**src/rtl/reg_write_arbiter.sv**
```systemverilog
// reg_write_arbiter: round-robin write arbiter in front of a NUM_REGS x WIDTH register bank.
// Optional lock feature: define REG_ARB_LOCK_EN to add req_lock, the LOCK state and the lock counter.
module reg_write_arbiter #(
    parameter int NUM_REQ  = 4,
    parameter int NUM_REGS = 8,
    parameter int WIDTH    = 32,
    parameter int ADDR_W   = 3,
    parameter int LOCK_MAX = 16
) (
    input  logic                      clock,
    input  logic                      reset,
    input  logic [NUM_REQ-1:0]        req,
    input  logic [NUM_REQ*ADDR_W-1:0] req_addr,
    input  logic [NUM_REQ*WIDTH-1:0]  req_data,
`ifdef REG_ARB_LOCK_EN
    input  logic [NUM_REQ-1:0]        req_lock,
`endif
    output logic [NUM_REQ-1:0]        gnt,
    output logic [NUM_REGS-1:0]       wr_sel,
    output logic [WIDTH-1:0]          wr_data,
    output logic                      err,
    output logic                      busy
);

    localparam int PW = (NUM_REQ > 1) ? $clog2(NUM_REQ) : 1;

    typedef enum logic [1:0] {IDLE, GRANT, LOCK} state_t;

    state_t               state, nxt_state;
    logic [PW-1:0]        rr_ptr, win;
    logic [NUM_REQ-1:0]   elig;
    logic                 hit, bad;
    logic [ADDR_W-1:0]    addr;
    logic [WIDTH-1:0]     data;
    logic [NUM_REGS-1:0]  sel;

`ifdef REG_ARB_LOCK_EN
    localparam int CW = $clog2(LOCK_MAX + 1);
    logic [PW-1:0] owner, nxt_owner;
    logic [CW-1:0] lock_cnt, nxt_cnt;
    logic          hold;
    assign hold = state == LOCK && req[owner] && req_lock[owner];
`endif

    always_comb begin
`ifdef REG_ARB_LOCK_EN
        elig = req & ~gnt & (hold ? NUM_REQ'(1) << owner : '1);
`else
        elig = req & ~gnt;
`endif
        hit = 1'b0;
        win = '0;
        // Descending scan so the lowest offset from rr_ptr wins.
        for (int k = NUM_REQ - 1; k >= 0; k--) begin
            if (elig[(int'(rr_ptr) + k) % NUM_REQ]) begin
                hit = 1'b1;
                win = PW'((int'(rr_ptr) + k) % NUM_REQ);
            end
        end
        addr = req_addr[win*ADDR_W +: ADDR_W];
        data = req_data[win*WIDTH +: WIDTH];
        bad  = 32'(addr) >= NUM_REGS;
        sel  = bad ? '0 : NUM_REGS'(1) << addr;
`ifdef REG_ARB_LOCK_EN
        nxt_owner = owner;
        nxt_cnt   = '0;
        nxt_state = hit ? GRANT : IDLE;
        if (hold) begin
            nxt_cnt   = hit ? lock_cnt + 1'b1 : lock_cnt;
            nxt_state = LOCK;
            if (hit && lock_cnt + 1'b1 == CW'(LOCK_MAX)) begin
                nxt_cnt   = '0;
                nxt_state = GRANT;
            end
        end else if (hit && req_lock[win] && LOCK_MAX > 1) begin
            nxt_owner = win;
            nxt_cnt   = CW'(1);
            nxt_state = LOCK;
        end
`else
        nxt_state = hit ? GRANT : IDLE;
`endif
    end

    always_ff @(posedge clock or posedge reset) begin
        if (reset) begin
            gnt     <= '0;
            wr_sel  <= '0;
            wr_data <= '0;
            err     <= 1'b0;
            busy    <= 1'b0;
            state   <= IDLE;
            rr_ptr  <= '0;
`ifdef REG_ARB_LOCK_EN
            owner    <= '0;
            lock_cnt <= '0;
`endif
        end else begin
            gnt     <= hit ? NUM_REQ'(1) << win : '0;
            wr_sel  <= hit ? sel : '0;
            wr_data <= hit ? data : '0;
            err     <= hit && bad;
            busy    <= nxt_state != IDLE;
            state   <= nxt_state;
            // Under lock the winner is always the owner, so this keeps rr_ptr at owner+1.
            if (hit)
                rr_ptr <= (win == PW'(NUM_REQ - 1)) ? '0 : win + 1'b1;
`ifdef REG_ARB_LOCK_EN
            owner    <= nxt_owner;
            lock_cnt <= nxt_cnt;
`endif
        end
    end

endmodule

```
**config.mk**
```make
export PLATFORM = sky130hd
export DESIGN_NAME = reg_write_arbiter
export DESIGN_NICKNAME = d
export VERILOG_FILES = /design/src/rtl/reg_write_arbiter.sv
export SDC_FILE = /design/constraint.sdc
export NUM_CORES = 1
export LEC_CHECK = 0
export ABC_AREA = 1
export CORE_ASPECT_RATIO = 1.5
export CORE_MARGIN = 3
export CORE_UTILIZATION = 35
export DETAILED_ROUTE_END_ITERATION = 10
export MAX_ROUTING_LAYER = met4
export PLACE_DENSITY = 0.85
export SLEW_MARGIN = 15
export SYNTH_ARGS = -nofsm -noshare
export SYNTH_HDL_FRONTEND = slang
export SYNTH_SLANG_ARGS = --single-unit
```
**constraint.sdc**
```tcl
create_clock -name clock -period 4.4 [get_ports clock]
set_input_delay 0.66 -clock clock [delete_from_list [all_inputs] [get_ports clock]]
set_output_delay 0.66 -clock clock [all_outputs]
set_load 0.01 [all_outputs]
```
==> impl_results.md <==
* Skew-Pair Late Insertion Delay at about 280 ps
* Final wirelength at 11400 µm
* Vias in the first global route at ~3800
* Clock sinks at 47
* Worst r2r src: rr_ptr[0]$_DFFE_PP0N_
* Die height at about 120 µm
* GRT Overall Usage at ~22%
* Core area at between 8000 and 9000 µm²
* Final nets at slightly above 800
* Num CTS Buffers at 5
* Antenna Cells at 0
* Die width at about 85 µm
* Vias at between 3000 and 4000
* Logic pwr share at 76.3%
* Setup slack after layout at roughly 1300 ps
* Mean Syn Cell Area at around 6.6 µm²
* Port-buffer cells at between 150 and 200
* Register share of total power at 16.0%
* Hold slack at 697 ps
* Final Skew at approximately 9.4 ps
* Post-synth top area cell: dfrtp_1
* Hold Path Sink: rr_ptr[1]$_DFFE_PP0N_
* Max-slew violation count at 0
* Worst vdd ir at a little under 600 µV
* HPWL Detailed at ~8400 µm
* Largest net degree at the start of global routing at about 50
* Layout cells sized above 1 at under 10%
* Grt ovf at 0
* Post-route DRC violation count at 0
* Syn_nets at 652
* Yosys top cell area share at a little over a third
* Psw at around 2.5 mW
* Worst slack, placed at between 1000 and 1500 ps
* CP Capture Type: flop
* Initial drt markers at around 210
* Hold Path Cell Cnt at 2
* Post-synthesis sequential area ratio at a little over a third
* Antenna violations before repair at 0
* Clock power share at 7.7%
* Fillers at 833
* Cells after Synth at between 500 and 600
* Critical path required time at 4570 ps
* Post-cts resize count at 0
* Hold/Removal Path Class: reg -> reg
* Initial Util at between 30 and 40%
* Reg-to-Reg End: rr_ptr[1]$_DFFE_PP0N_
* Max frequency at ~330 MHz
* Final setup fails at 0
* Max cap viols at 0
* # hold bufs at CTS at 0
* CP arrival at roughly 3200 ps
* Max transition margin at 34.7%
* Final Cycle Share at a little over two thirds
* RSZ-0062 raised after global routing: no
* Min Tclk post-route at between 3000 and 4000 ps
* Status: completed
* Synth unique cells at 21
* FF/Latch Area at ~1200 µm²
* Multi-input gate area at about 1700 µm²
* FF-to-FF path depth at 12
* Largest fanout on the critical path at 50
* Leak Pwr at between 2 and 3 nW
* Dominant cells by area after synthesis: dfrtp_1 36%, nand2_1 24%, nand3_1 10%
* P_int at about 2.2 mW
* Fin. Hold Viols at 0
* Syn. warnings at 0
* CTS Buffer Depth at 2
* I/O pins at roughly 190
* CTS tree: yes
* Actual transition at the worst max-transition pin at between 900 and 1000 ps
* Post-CTS setup buffer count at 0
* First-pass GRT wire length at 18200 µm
* Worst hold start: rr_ptr[1]$_DFFE_PP0N_
* Gpl congestion at between 0.8 and 0.9
* Power per cell area at 872 nW/µm²
* CTS Root Cell: clkbuf_16
* Wire per inst at between 10 and 15 µm
* 1st-pass router iterations at 5
* Startpoint types: input pin
* Sw frac at between 50 and 60%
* Die area at about 11000 µm²
* Layout Area Growth over Synthesis at 61.5%
* Rows at 42
* CP Class: in -> reg
* Setup TNS at 0 ps
* #FFs+latches synth at 47
* Vias/cell at just under 5
* Final antenna-violating net count at 0
* FF-to-FF setup slack at approximately 1600 ps
* Total power at between 4 and 5 mW
* Syn Std Cell Area at about 3300 µm²
* Depth of the CTS H-tree at 2
* CTS clock-pin slew for the worst setup and hold paths at roughly 60 ps
-- through the flow --
stage | cell area, µm² | instances | utilization (%)
finish | 5330 | 783 | 59.3
global route | 5330 | 783 | 59.3
CTS | 5330 | 783 | 59.3
detailed placement | 5190 | 775 | 57.7
global placement | 5190 | 775 | 57.7
floorplan | 3300 | 502 | -
-- layout make-up --
class / count / area share, %
well taps: 110 / 2.58
clock inverters: 1 / 0.0940
multi-input cells: 365 / 32.2
inverters: 58 / 4.14
repair buffers: 195 / 36.4
flip-flops and latches: 47 / 22.1
clock buffers: 7 / 2.49
-- state kept, by name, indices dropped and copies added, names as in the netlist --
name	cells
rr_ptr	2
busy	1
wr_sel	8
wr_data	32
gnt	4
-- layer usage --
layer	vias to the layer above	track usage, %	routed length, µm	part of all wire [%]
li1	1897	-	-	-
met1	1781	22.5	3950	35
met2	170	40.2	6300	55
met3	21	4.77	863	7.6
met4	0	5.87	238	2.1
met5	-	-	0	0
-- cells by family after synthesis --
family          synth area share (%)
buf+inv                         12.6
compound gates                  5.96
other cells                    0.114
fa+ha+maj                       1.52
flops                           35.7
simple gates                    44.2
-- critical path: stages --
cell             delay [ps]
clkdlybuf4s50_1         470
nand3_1                 110
nand2_1                 130
nand2_1                  90
nand3_1                 170
nand2_1                 100
nand2_2                 110
nand2_4                 290
inv_2                   620
ha_1                    340
nand2_1                  60
o21ai_0                  70
-- cell usage after synthesis --
| master | instances |
|---|---|
| a21oi_1 | 26 |
| conb_1 | 1 |
| o21ai_0 | 1 |
| inv_1 | 54 |
| buf_6 | 6 |
| inv_4 | 1 |
| buf_2 | 9 |
| nand3_2 | 3 |
| nand2_1 | 210 |
| nand2_2 | 1 |
| nor2_1 | 12 |
| a21oi_2 | 7 |
| ha_1 | 4 |
| dfrtp_1 | 47 |
| inv_2 | 3 |
| buf_4 | 5 |
| nand2_4 | 1 |
| clkbuf_1 | 7 |
| nand3b_1 | 32 |
| nand3_1 | 67 |
| buf_1 | 5 |
-- power groups by stage --
stage | Clock [mW] | Combinational (mW) | Sequential (mW)
floorplan | 0 | 2.55 | 0.828
global placement | 0 | 3.39 | 0.742
detailed placement | 0 | 3.53 | 0.749
CTS | 0.368 | 3.54 | 0.742
global route | 0.387 | 3.98 | 0.765
finish | 0.360 | 3.54 | 0.742
-- worst max-delay path by stage --
stage	endpoint	startpoint	cells past startpoint	slack, ps
2_1_floorplan	rr_ptr[1]$_DFFE_PP0N_	req[2]	13	2360
3_3_place_gp	rr_ptr[1]$_DFFE_PP0N_	req[2]	12	1220
3_5_place_dp	rr_ptr[1]$_DFFE_PP0N_	req[2]	12	1060
4_1_cts	rr_ptr[1]$_DFFE_PP0N_	req[2]	12	1350
5_1_grt	rr_ptr[1]$_DFFE_PP0N_	req[0]	12	1150
6_report	rr_ptr[1]$_DFFE_PP0N_	req[2]	12	1330
-- cell usage in the layout (no fill, tap or decap), drive strengths merged --
cell | netlist | routed
dfrtp | 47 | 47
inv | 58 | 58
nand3b | 32 | 32
clkinv | 0 | 1
o21ai | 1 | 1
nand2 | 212 | 212
clkbuf | 7 | 7
nand3 | 70 | 70
clkdlybuf4s50 | 0 | 190
nor2 | 12 | 12
buf | 25 | 5
conb | 1 | 1
ha | 4 | 4
a21oi | 33 | 33
Power figures use the tool's default switching activity.
